File: config.mk
export PLATFORM = sky130hd
export DESIGN_NAME = mdu_iter
export DESIGN_NICKNAME = d
export VERILOG_FILES = /design/src/rtl/mdu_iter.sv
export SDC_FILE = /design/constraint.sdc
export NUM_CORES = 2
export LEC_CHECK = 0
export ABC_AREA = 0
export BUFFER_PORTS_ARGS = -buffer_cell sky130_fd_sc_hd__buf_2
export CORE_ASPECT_RATIO = 1.25
export CORE_MARGIN = 4
export CORE_UTILIZATION = 40
export DETAILED_ROUTE_END_ITERATION = 10
export GPL_TIMING_DRIVEN = 1
export PLACE_DENSITY_LB_ADDON = 0.08
export SLEW_MARGIN = 20
export SYNTH_ARGS = -nofsm -noshare
export SYNTH_HDL_FRONTEND = slang
export SYNTH_SLANG_ARGS = --single-unit
export TNS_END_PERCENT = 5
File: constraint.sdc
create_clock -name clk -period 10.7 [get_ports clk]
set_input_delay 0.535 -clock clk [delete_from_list [all_inputs] [get_ports clk]]
set_output_delay 0.535 -clock clk [all_outputs]
set_load 0.02 [all_outputs]
File: src/rtl/mdu_iter.sv
// Iterative M-extension multiply/divide unit: shift-add multiply, restoring divide, valid/ready on both sides.
// Optional macro MDU_EARLY_OUT_EN: divide-by-zero and signed-overflow results bypass the iteration phase.
module mdu_iter #(
   parameter int XLEN  = 64,
   parameter int CNT_W = 7
) (
   input  logic            clk,
   input  logic            reset,
   input  logic            flush,
   input  logic            req_valid,
   output logic            req_ready,
   input  logic [4:0]      req_func,
   input  logic [XLEN-1:0] req_a,
   input  logic [XLEN-1:0] req_b,
   output logic            resp_valid,
   input  logic            resp_ready,
   output logic [XLEN-1:0] resp_data
);

   localparam int HALF = XLEN / 2;

`ifdef MDU_EARLY_OUT_EN
   localparam bit EARLY_OUT = 1'b1;
`else
   localparam bit EARLY_OUT = 1'b0;
`endif

   typedef enum logic [1:0] {S_IDLE, S_BUSY, S_DONE} state_t;

   state_t            r_state;
   state_t            w_nextState;

   logic [XLEN-1:0]   r_acc;
   logic [XLEN-1:0]   r_div;
   logic [XLEN-1:0]   r_q;
   logic [CNT_W-1:0]  r_cnt;
   logic [XLEN-1:0]   r_result;
   logic [XLEN-1:0]   r_specialRes;
   logic              r_isMul;
   logic              r_isW;
   logic              r_isRem;
   logic              r_negQ;
   logic              r_negR;
   logic              r_invalid;
   logic              r_special;

   logic              w_accept;
   logic              w_reqIsMul;
   logic              w_reqValidFunc;
   logic              w_reqIsW;
   logic              w_reqIsSigned;
   logic              w_reqIsRem;
   logic [XLEN-1:0]   w_aExt;
   logic [XLEN-1:0]   w_bExt;
   logic [XLEN-1:0]   w_aSext32;
   logic [XLEN-1:0]   w_minVal;
   logic              w_aNeg;
   logic              w_bNeg;
   logic [XLEN-1:0]   w_aMag;
   logic [XLEN-1:0]   w_bMag;
   logic              w_divZero;
   logic              w_ovf;
   logic              w_special;
   logic [XLEN-1:0]   w_specialResIn;

   logic [XLEN-1:0]   w_prodNext;
   logic [XLEN:0]     w_shift;
   logic              w_fits;
   logic [XLEN-1:0]   w_remNext;
   logic [XLEN-1:0]   w_quoNext;
   logic [XLEN-1:0]   w_quoRaw;
   logic [XLEN-1:0]   w_quoFix;
   logic [XLEN-1:0]   w_remFix;
   logic [XLEN-1:0]   w_sel;
   logic [XLEN-1:0]   w_res;
   logic [XLEN-1:0]   w_final;
   logic              w_lastIter;

   assign w_accept   = (r_state == S_IDLE) && req_valid && !flush;
   assign w_lastIter = (r_state == S_BUSY) && (r_cnt == CNT_W'(1));

   // Request decode; W ops work on the low half, extended according to signedness.
   always_comb begin
      w_reqIsMul     = (req_func == 5'd16) || (req_func == 5'd21);
      w_reqValidFunc = (req_func >= 5'd16) && (req_func <= 5'd25);
      w_reqIsW       = (req_func >= 5'd21) && (req_func <= 5'd25);
      w_reqIsSigned  = (req_func == 5'd17) || (req_func == 5'd18) ||
                       (req_func == 5'd22) || (req_func == 5'd23);
      w_reqIsRem     = (req_func == 5'd18) || (req_func == 5'd20) ||
                       (req_func == 5'd23) || (req_func == 5'd25);
      w_aSext32      = {{HALF{req_a[HALF-1]}}, req_a[HALF-1:0]};
      w_aExt         = req_a;
      w_bExt         = req_b;
      w_minVal       = {1'b1, {(XLEN-1){1'b0}}};
      if (w_reqIsW) begin
         w_aExt   = w_reqIsSigned ? w_aSext32 : {{HALF{1'b0}}, req_a[HALF-1:0]};
         w_bExt   = w_reqIsSigned ? {{HALF{req_b[HALF-1]}}, req_b[HALF-1:0]}
                                  : {{HALF{1'b0}}, req_b[HALF-1:0]};
         w_minVal = {{(HALF+1){1'b1}}, {(HALF-1){1'b0}}};
      end
      w_aNeg    = w_reqIsSigned && w_aExt[XLEN-1];
      w_bNeg    = w_reqIsSigned && w_bExt[XLEN-1];
      w_aMag    = w_aNeg ? -w_aExt : w_aExt;
      w_bMag    = w_bNeg ? -w_bExt : w_bExt;
      w_divZero = (w_bExt == '0);
      w_ovf     = w_reqIsSigned && (w_aExt == w_minVal) && (w_bExt == '1);
      w_special = w_reqValidFunc && !w_reqIsMul && (w_divZero || w_ovf);
      if (w_divZero)
         w_specialResIn = w_reqIsRem ? (w_reqIsW ? w_aSext32 : req_a) : '1;
      else
         w_specialResIn = w_reqIsRem ? '0 : (w_reqIsW ? w_aSext32 : req_a);
   end

   // One iteration step for each datapath, plus the sign/width fix-up of the last step.
   always_comb begin
      w_prodNext = r_acc + (r_q[0] ? r_div : '0);
      w_shift    = {r_acc, r_q[XLEN-1]};
      w_fits     = (w_shift >= {1'b0, r_div});
      w_remNext  = w_fits ? XLEN'(w_shift - {1'b0, r_div}) : w_shift[XLEN-1:0];
      w_quoNext  = {r_q[XLEN-2:0], w_fits};
      w_quoRaw   = r_isW ? {{HALF{1'b0}}, w_quoNext[HALF-1:0]} : w_quoNext;
      w_quoFix   = r_negQ ? -w_quoRaw : w_quoRaw;
      w_remFix   = r_negR ? -w_remNext : w_remNext;
      w_sel      = r_isMul ? w_prodNext : (r_isRem ? w_remFix : w_quoFix);
      w_res      = r_isW ? {{HALF{w_sel[HALF-1]}}, w_sel[HALF-1:0]} : w_sel;
      if (r_invalid)
         w_final = '0;
      else if (r_special)
         w_final = r_specialRes;
      else
         w_final = w_res;
   end

   always_ff @(posedge clk or posedge reset) begin
      if (reset)
         r_state <= S_IDLE;
      else
         r_state <= w_nextState;
   end

   always_comb begin
      w_nextState = r_state;
      case (r_state)
         S_IDLE: if (w_accept) w_nextState = (EARLY_OUT && w_special) ? S_DONE : S_BUSY;
         S_BUSY: if (r_cnt == CNT_W'(1)) w_nextState = S_DONE;
         S_DONE: if (resp_ready) w_nextState = S_IDLE;
         default: w_nextState = S_IDLE;
      endcase
      if (flush)
         w_nextState = S_IDLE;
   end

   always_comb begin
      req_ready  = (r_state == S_IDLE);
      resp_valid = (r_state == S_DONE);
   end

   assign resp_data = r_result;

   // Multiply reuses r_acc/r_div/r_q as product/multiplicand/multiplier; divide as remainder/divisor/quotient.
   always_ff @(posedge clk or posedge reset) begin
      if (reset) begin
         r_acc        <= '0;
         r_div        <= '0;
         r_q          <= '0;
         r_cnt        <= '0;
         r_result     <= '0;
         r_specialRes <= '0;
         r_isMul      <= 1'b0;
         r_isW        <= 1'b0;
         r_isRem      <= 1'b0;
         r_negQ       <= 1'b0;
         r_negR       <= 1'b0;
         r_invalid    <= 1'b0;
         r_special    <= 1'b0;
      end else if (w_accept) begin
         r_acc        <= '0;
         r_isMul      <= w_reqIsMul;
         r_isW        <= w_reqIsW;
         r_isRem      <= w_reqIsRem;
         r_negQ       <= w_reqIsSigned && (w_aNeg ^ w_bNeg);
         r_negR       <= w_aNeg;
         r_invalid    <= !w_reqValidFunc;
         r_special    <= w_special;
         r_specialRes <= w_specialResIn;
         if (!w_reqValidFunc)
            r_cnt <= CNT_W'(1);
         else
            r_cnt <= w_reqIsW ? CNT_W'(HALF) : CNT_W'(XLEN);
         if (w_reqIsMul) begin
            r_div <= w_aExt;
            r_q   <= w_bExt;
         end else begin
            r_div <= w_bMag;
            r_q   <= w_reqIsW ? {w_aMag[HALF-1:0], {HALF{1'b0}}} : w_aMag;
         end
         if (EARLY_OUT && w_special)
            r_result <= w_specialResIn;
      end else if (r_state == S_BUSY && !flush) begin
         r_cnt <= r_cnt - CNT_W'(1);
         if (r_isMul) begin
            r_acc <= w_prodNext;
            r_div <= r_div << 1;
            r_q   <= r_q >> 1;
         end else begin
            r_acc <= w_remNext;
            r_q   <= w_quoNext;
         end
         if (w_lastIter)
            r_result <= w_final;
      end
   end

endmodule

**Word-level counts from Yosys, hierarchy flattened**

Index checks and enable logic that the tools add are counted.

- Register bits after elaboration: 336
- Memories: 0
- Logic and storage cells: 116
- Memory bits (read-only): 0
- RAM bits: 0
- Input bits: 138
- Bits in latches: 0

- Mux-type cells: 42
- Eq/ne operators: 16
- Shifts and indexed selects: 0
- Reduce and logical (&&, ||, !) cells: 31
- Bitwise gates (word level): 2
- Order comparisons: 4
- Divide/modulo/power cells: 0
- Add/subtract/negate cells: 7
- Multiply operators: 0

Operators by type and width:

| kind | number |
|---|---|
| two-way mux 64 bit | 32 |
| negation 64 bit | 4 |
| greater-or-equal comparator 65 x 64 -> 1 bit | 1 |
| adder 64 bit | 1 |
| equality test 64 bit | 1 |
| equality test 64 bit (second input constant) | 1 |
| zero test 64 bit | 1 |
| subtractor 64 bit | 1 |
| two-way mux 63 bit | 1 |
| equality test 5 bit (second input constant) | 8 |
| two-way mux 7 bit | 4 |
| logical AND 1 bit | 13 |
| greater-or-equal comparator 5 bit (second input constant) | 2 |
| != test 3 x 2 -> 1 bit (second input constant) | 3 |
| logical OR 1 bit | 8 |
| two-way mux 2 bit | 4 |
| equality test 7 x 1 -> 1 bit (second input constant) | 1 |
| subtractor 7 x 1 -> 7 bit (second input constant) | 1 |
| one-hot mux 2 bit (3 select lines) | 1 |
| AND reduction 3 bit | 2 |
| <= comparator 5 bit (second input constant) | 1 |
| nonzero test 2 bit | 2 |
| zero test 1 bit | 3 |
| equality test 2 x 1 -> 1 bit (second input constant) | 1 |
| other kinds (5) | 5 |

**Depth between registers and ports, before layout**

- Depth after elaboration: 11
- Mapped depth: 27
- Depth with buffers taken out: 21

**Worst setup path before layout**

OpenSTA, ideal clock, no wires.

- Path kind: register to register
- Start: reg r_acc[6]
- End: reg r_result[62] (netlist: resp_data[62])
- Setup slack: 4.663 ns
- Path buffers: 6
- Clock period less this slack: 6.037 ns
- Required time: 10.624 ns
- Arrival time: 5.960 ns
- Cell stages (with the launch flop): 26
- Path through: dfrtp_1 -> ha_1 -> clkbuf_1 -> nand4_1 -> a2111o_1 -> a31o_1 -> a21o_1 -> nand2_2 -> buf_6 -> buf_6 -> buf_4 -> buf_2 -> clkbuf_1 -> nand2_1 -> o21ai_0 -> ha_1 -> nand3b_1 -> or3_1 -> or3_1 -> nor4b_1 -> o21ai_1 -> nand4b_1 -> o41ai_1 -> xor2_1 -> o221ai_1 -> o21ai_1

- Word-level cells in the longest chain between the ends: 9

RTL lines:

| element | line | source |
|---|---|---|
| start, declared | 33 | `logic [XLEN-1:0] r_acc;` |
| start signal, assigned | 202 | `r_acc <= w_prodNext;` |
| start signal, assigned | 206 | `r_acc <= w_remNext;` |
| subtractor 64 bit / greater-or-equal comparator 65 x 64 -> 1 bit (equally long branches) | 119, 118 |  |
| two-way mux 64 bit (on tied branches) | 119, 121 |  |
| negation 64 bit (on tied branches) | 123, 122 |  |
| two-way mux 64 bit (on tied branches) | 123, 122 |  |
| two-way mux 64 bit | 124 | `w_sel = r_isMul ? w_prodNext : (r_isRem ? w_remFix : w_quoFix);` |
| two-way mux 64 bit * | 124 |  |
| two-way mux 64 bit * | 125 | `w_res = r_isW ? {{HALF{w_sel[HALF-1]}}, w_sel[HALF-1:0]} : w_sel;` |
| two-way mux 64 bit * | 128 | `else if (r_special)` |
| two-way mux 64 bit * | 126 | `if (r_invalid)` |
| end signal, assigned | 198 | `r_result <= w_specialResIn;` |
| end signal, assigned | 210 | `r_result <= w_final;` |
| end, declared | 37 | `logic [XLEN-1:0] r_result;` |

Mark *: on every way between the ends. The rest lies on a longest branch, timed or not.
A chain may end at the register's enable or synchronous reset.

**Final worst setup path**

- Start: reg r_div[59]
- End: reg r_result[62] (netlist: resp_data[62])

- Word-level cells in the longest chain between the ends: 9

RTL lines:

| element | line | source |
|---|---|---|
| start, declared | 34 | `logic [XLEN-1:0] r_div;` |
| start signal, assigned | 191 | `r_div <= w_aExt;` |
| start signal, assigned | 194 | `r_div <= w_bMag;` |
| start signal, assigned | 203 | `r_div <= r_div << 1;` |
| subtractor 64 bit / greater-or-equal comparator 65 x 64 -> 1 bit (equally long branches) | 119, 118 |  |
| two-way mux 64 bit (on tied branches) | 119, 121 |  |
| negation 64 bit (on tied branches) | 123, 122 |  |
| two-way mux 64 bit (on tied branches) | 123, 122 |  |
| two-way mux 64 bit | 124 |  |
| two-way mux 64 bit * | 124 |  |
| two-way mux 64 bit * | 125 |  |
| two-way mux 64 bit * | 128 |  |
| two-way mux 64 bit * | 126 |  |

Marked as above.

==> impl_results.rst <==
.. list-table::
   :header-rows: 1

   * - Metric
     - Value
   * - Outcome
     - complete, no violations
   * - Setup repair after global routing missed its margin
     - false
   * - Ranking of synthesized cells by area
     - sky130_fd_sc_hd__dfrtp_1 (23%), sky130_fd_sc_hd__a21oi_1 (7.4%), sky130_fd_sc_hd__o21ai_0 (6.1%)
   * - Max Clock Freq
     - 0.1289 GHz
   * - Final GP Congestion
     - slightly below 1
   * - All-layer global routing usage
     - 36.89%
   * - Mean area per synthesized cell
     - 7.221 µm²
   * - Count of endpoints failing hold in the final timing report
     - 0
   * - Mapped Nets
     - 5236
   * - Die height
     - 342.6 µm
   * - Standard cell with the maximum stage delay on the critical path
     - sky130_fd_sc_hd__nor4_1
   * - Core ar.
     - 88690 µm²
   * - HP Class
     - primary input to asynchronous set/reset pin
   * - Maximum number of pins on one net before global-route repair
     - between 150 and 200
   * - Post-synthesis sequential element count
     - 336
   * - Top cell family by delay on the critical path
     - simple AND/OR/NAND/NOR gates
   * - Post-CTS sizing
     - 0
   * - Cell Pwr Density
     - 325.9 nW/µm²
   * - Number of antenna violations at the first check in global routing
     - 4
   * - Ordered cell list for the critical path
     - inv_1 -> ha_1 -> nand4_1 -> nor4_1 -> nor2b_1 -> nand4_1 -> a21o_1 -> buf_4 -> nand2_4 -> mux2_2 -> inv_1 -> ha_1 -> nand3b_1 -> or3_1 -> or3_1 -> nor4b_1 -> o21ai_1 -> nand4b_1 -> o41ai_1 -> xor2_1 -> o221ai_1 -> o21ai_1
   * - Setup slack at placement
     - 3098 ps
   * - Max-slew violation count
     - 0
   * - Final nets
     - 5185
   * - Maximum number of buffers from clock root to sink
     - 3
   * - Detailed placer's ending HPWL
     - between 100 and 150 mm
   * - Fraction of post-synthesis cell area in the top cell type by area
     - a little under a quarter
   * - DRC violation total after the first TritonRoute iteration
     - 4918
   * - Vias per cell
     - 6.564
   * - Kind of end point of the critical path
     - flip-flop
   * - Level count of the clock H-tree
     - 2
   * - Area of the mapped netlist
     - 35830 µm²
   * - Number of iterations in the first detailed-routing pass
     - 8
   * - Design area
     - 39130 µm²
   * - Post-CTS Setup Bufs
     - 0
   * - Remaining Overflow, GRT
     - 0
   * - Syn-to-layout area delta
     - 9.211%
   * - Final WL
     - 180.8 mm
   * - Diode count
     - 0
   * - Global-route wire length before repair
     - 260.2 mm
   * - Proportion of layout cells with a drive suffix above 1
     - 8.802%
   * - Worst clock skew
     - roughly 52 ps
   * - Post-route DRC violation count
     - 0
   * - Final ANT Viol Nets
     - 0
   * - Part of the cycle the worst path needs
     - 72.52%
   * - Crit path largest cell delay
     - 930 ps
   * - Kind of start point of the critical path
     - flip-flop
   * - Number of different library cells in the post-synthesis netlist
     - 100
   * - I/O Buffers
     - 203
   * - Crit path buf inv count
     - 3
   * - Transition time of the tightest slew-check pin
     - approximately 1400 ps
   * - Cell taking the most area after synthesis
     - sky130_fd_sc_hd__dfrtp_1
   * - Clock Latency Late Sink
     - 620 ps
   * - Critical path arrival
     - 8300 ps
   * - Number of clock sinks seen by CTS
     - ~340
   * - Static leakage
     - 16.07 nW
   * - Time the worst path needs with I/O delays and setup
     - just under 8000 ps
   * - Category of the most critical setup path
     - flip-flop to flip-flop
   * - Fraction of registers with async set/reset
     - 100.0%
   * - Via total after detailed routing
     - approximately 40000
   * - Ys flop type
     - sky130_fd_sc_hd__dfrtp_1
   * - Top-level I/O count
     - 204
   * - Hold slack
     - 39.48 ps
   * - Worst-case headroom to the max-slew limit
     - 8.701%
   * - Dpl cell area
     - 37650 µm²
   * - Clock buffers created by TritonCTS
     - 40
   * - Clock Pin Slew Worst Setup and Hold Paths
     - 60 ps
   * - Setup violation total in the final timing report
     - 0
   * - Worst-path maximum fanout
     - just over 40
   * - Number of flops mapped to enable cells by yosys
     - 0
   * - TritonCTS clock tree
     - done
   * - Die area
     - 94460 µm²
   * - Vias in the first global route
     - 37160
   * - Horizontal die dimension
     - approximately 280 µm
   * - Post-CTS Hold Buffers
     - 0
   * - Cell row count
     - 122
   * - Req. time, crit path
     - 11240 ps
   * - Final WS setup
     - 2941 ps
   * - Final sum of negative setup slack
     - 0 ps
   * - Initial core utilization
     - 40.40%
   * - Max cap viols
     - 0
   * - Clock tree root buffer cell
     - sky130_fd_sc_hd__clkbuf_16
   * - Count of placed standard cells in the final layout, fillers left out
     - 6120
   * - Routed len/inst
     - 29.54 µm
   * - Number of placed cells counting well taps
     - 6047
   * - Fraction of the yosys area taken by sequential cells
     - 23.47%
   * - Ys Warns
     - 0
   * - Number of instances in the synthesized netlist
     - 4962
   * - Worst voltage drop across the vdd grid
     - 0.0001363 V
[flip-flops by register name (all words and copies together), names as in the netlist]
register / cells
r_cnt: 7
r_isW: 1
r_special: 1
r_invalid: 1
r_isRem: 1
r_isMul: 1
resp_data: 64
r_q: 64
r_negR: 1
r_specialRes: 64
r_div: 64
r_acc: 64
r_state: 2
r_negQ: 1
[logic make-up (layout without fill, tap and decap cells)]
logic type	after synthesis	count (layout)	share of synthesized area, %
adders and majority gates	168	168	5.685
muxes	121	121	3.412
buffers and inverters	513	493	5.475
DFF	336	336	23.47
xor gates and xnor gates	292	292	7.137
and+or+nand+nor	1676	1676	21.58
AOI/OAI and AO/OA	1856	1856	33.25
[where the power goes]
group / leakage [nW] / internal, mW / switching, mW
combinational: 11.1 / 2.76 / 5.81
sequential: 4.21 / 1.79 / 0.796
clock: 0.725 / 0.954 / 0.638
[cells in the mapped netlist (13+ instances only)]
cell,instances
sky130_fd_sc_hd__a221oi_1,54
sky130_fd_sc_hd__a32o_1,20
sky130_fd_sc_hd__buf_2,13
sky130_fd_sc_hd__o21ai_0,435
sky130_fd_sc_hd__nand3_1,86
sky130_fd_sc_hd__o21a_1,30
sky130_fd_sc_hd__o21ai_1,39
sky130_fd_sc_hd__nand4_1,85
sky130_fd_sc_hd__nand2_1,542
sky130_fd_sc_hd__o21bai_1,31
sky130_fd_sc_hd__o41ai_1,26
sky130_fd_sc_hd__a211o_1,16
sky130_fd_sc_hd__buf_1,33
sky130_fd_sc_hd__nor2_1,537
sky130_fd_sc_hd__a2111oi_0,13
sky130_fd_sc_hd__a22o_1,32
sky130_fd_sc_hd__a22oi_1,22
sky130_fd_sc_hd__nor2b_1,24
sky130_fd_sc_hd__or3_1,61
sky130_fd_sc_hd__o22ai_1,19
sky130_fd_sc_hd__or4_1,34
sky130_fd_sc_hd__xor2_1,141
sky130_fd_sc_hd__nor3_1,106
sky130_fd_sc_hd__or2_2,15
sky130_fd_sc_hd__nor4_1,40
sky130_fd_sc_hd__dfrtp_1,336
sky130_fd_sc_hd__inv_1,129
sky130_fd_sc_hd__and3_1,33
sky130_fd_sc_hd__ha_1,134
sky130_fd_sc_hd__clkbuf_1,332
sky130_fd_sc_hd__o221ai_1,21
sky130_fd_sc_hd__a21o_1,66
sky130_fd_sc_hd__a31oi_1,42
sky130_fd_sc_hd__a211oi_1,136
sky130_fd_sc_hd__xnor2_1,151
sky130_fd_sc_hd__o211ai_1,71
sky130_fd_sc_hd__nand2b_1,34
sky130_fd_sc_hd__and2_1,15
sky130_fd_sc_hd__o31ai_1,112
sky130_fd_sc_hd__maj3_1,32
sky130_fd_sc_hd__a21oi_1,529
sky130_fd_sc_hd__mux2i_1,112
sky130_fd_sc_hd__o2111ai_1,13
[cell usage in the layout (no fill, tap or decap), types with 16 or more instances in the layout]
| master | synthesis | final |
|---|---|---|
| sky130_fd_sc_hd__a211o_1 | 16 | 16 |
| sky130_fd_sc_hd__a211oi_1 | 136 | 135 |
| sky130_fd_sc_hd__a21o_1 | 66 | 66 |
| sky130_fd_sc_hd__a21oi_1 | 529 | 528 |
| sky130_fd_sc_hd__a221oi_1 | 54 | 54 |
| sky130_fd_sc_hd__a22o_1 | 32 | 32 |
| sky130_fd_sc_hd__a22oi_1 | 22 | 22 |
| sky130_fd_sc_hd__a31oi_1 | 42 | 42 |
| sky130_fd_sc_hd__a32o_1 | 20 | 20 |
| sky130_fd_sc_hd__and3_1 | 33 | 33 |
| sky130_fd_sc_hd__buf_2 | 13 | 203 |
| sky130_fd_sc_hd__buf_4 | 1 | 83 |
| sky130_fd_sc_hd__clkbuf_16 | 0 | 42 |
| sky130_fd_sc_hd__dfrtp_1 | 336 | 332 |
| sky130_fd_sc_hd__ha_1 | 134 | 134 |
| sky130_fd_sc_hd__inv_1 | 129 | 127 |
| sky130_fd_sc_hd__maj3_1 | 32 | 32 |
| sky130_fd_sc_hd__mux2i_1 | 112 | 112 |
| sky130_fd_sc_hd__nand2_1 | 542 | 539 |
| sky130_fd_sc_hd__nand2b_1 | 34 | 34 |
| sky130_fd_sc_hd__nand3_1 | 86 | 86 |
| sky130_fd_sc_hd__nand4_1 | 85 | 85 |
| sky130_fd_sc_hd__nor2_1 | 537 | 532 |
| sky130_fd_sc_hd__nor2b_1 | 24 | 23 |
| sky130_fd_sc_hd__nor3_1 | 106 | 106 |
| sky130_fd_sc_hd__nor4_1 | 40 | 39 |
| sky130_fd_sc_hd__o211ai_1 | 71 | 71 |
| sky130_fd_sc_hd__o21a_1 | 30 | 30 |
| sky130_fd_sc_hd__o21ai_0 | 435 | 434 |
| sky130_fd_sc_hd__o21ai_1 | 39 | 40 |
| sky130_fd_sc_hd__o21bai_1 | 31 | 31 |
| sky130_fd_sc_hd__o221ai_1 | 21 | 21 |
| sky130_fd_sc_hd__o22ai_1 | 19 | 19 |
| sky130_fd_sc_hd__o31ai_1 | 112 | 112 |
| sky130_fd_sc_hd__o41ai_1 | 26 | 26 |
| sky130_fd_sc_hd__or3_1 | 61 | 61 |
| sky130_fd_sc_hd__or4_1 | 34 | 33 |
| sky130_fd_sc_hd__xnor2_1 | 151 | 151 |
| sky130_fd_sc_hd__xor2_1 | 141 | 141 |
[layer usage]
layer | track usage (%) | wire length (µm)
met1 | 51.22 | 77160
met2 | 54.93 | 76480
met3 | 6.498 | 15590
met4 | 18.86 | 11530
met5 | 0 | 0
[worst paths after layout]
check	start	to	slack, ps	cells past startpoint
max	r_div[59]	resp_data[62]	2940	22
min	reset	r_cnt[2]	40	2
max reg2reg	r_div[59]	resp_data[62]	2940	22
min reg2reg	r_specialRes[42]	r_specialRes[42]	480	2
max in group asynchronous	reset	r_isRem	8410	4
min in group clk	req_a[8]	r_specialRes[8]	300	3
[stage by stage]
| stage | util [%] | total power, mW |
|---|---|---|
| floorplan | - | 7.888 |
| global placement | 42.45 | 10.83 |
| detailed placement | 42.45 | 10.79 |
| CTS | 44.12 | 12.43 |
| global route | 44.12 | 13.40 |
| finish | 44.12 | 12.75 |
[cell type report]
cell class,instances,area [µm²]
clock buffers,51,1145
repair buffers,289,1699
fillers,9281,49560
clock inverters,22,336.6
flip-flops and latches,336,8416
inverters,131,499.2
multi-input cells,4113,25560
well taps,1178,1474
Note: power is estimated with default switching activity, not from simulation.
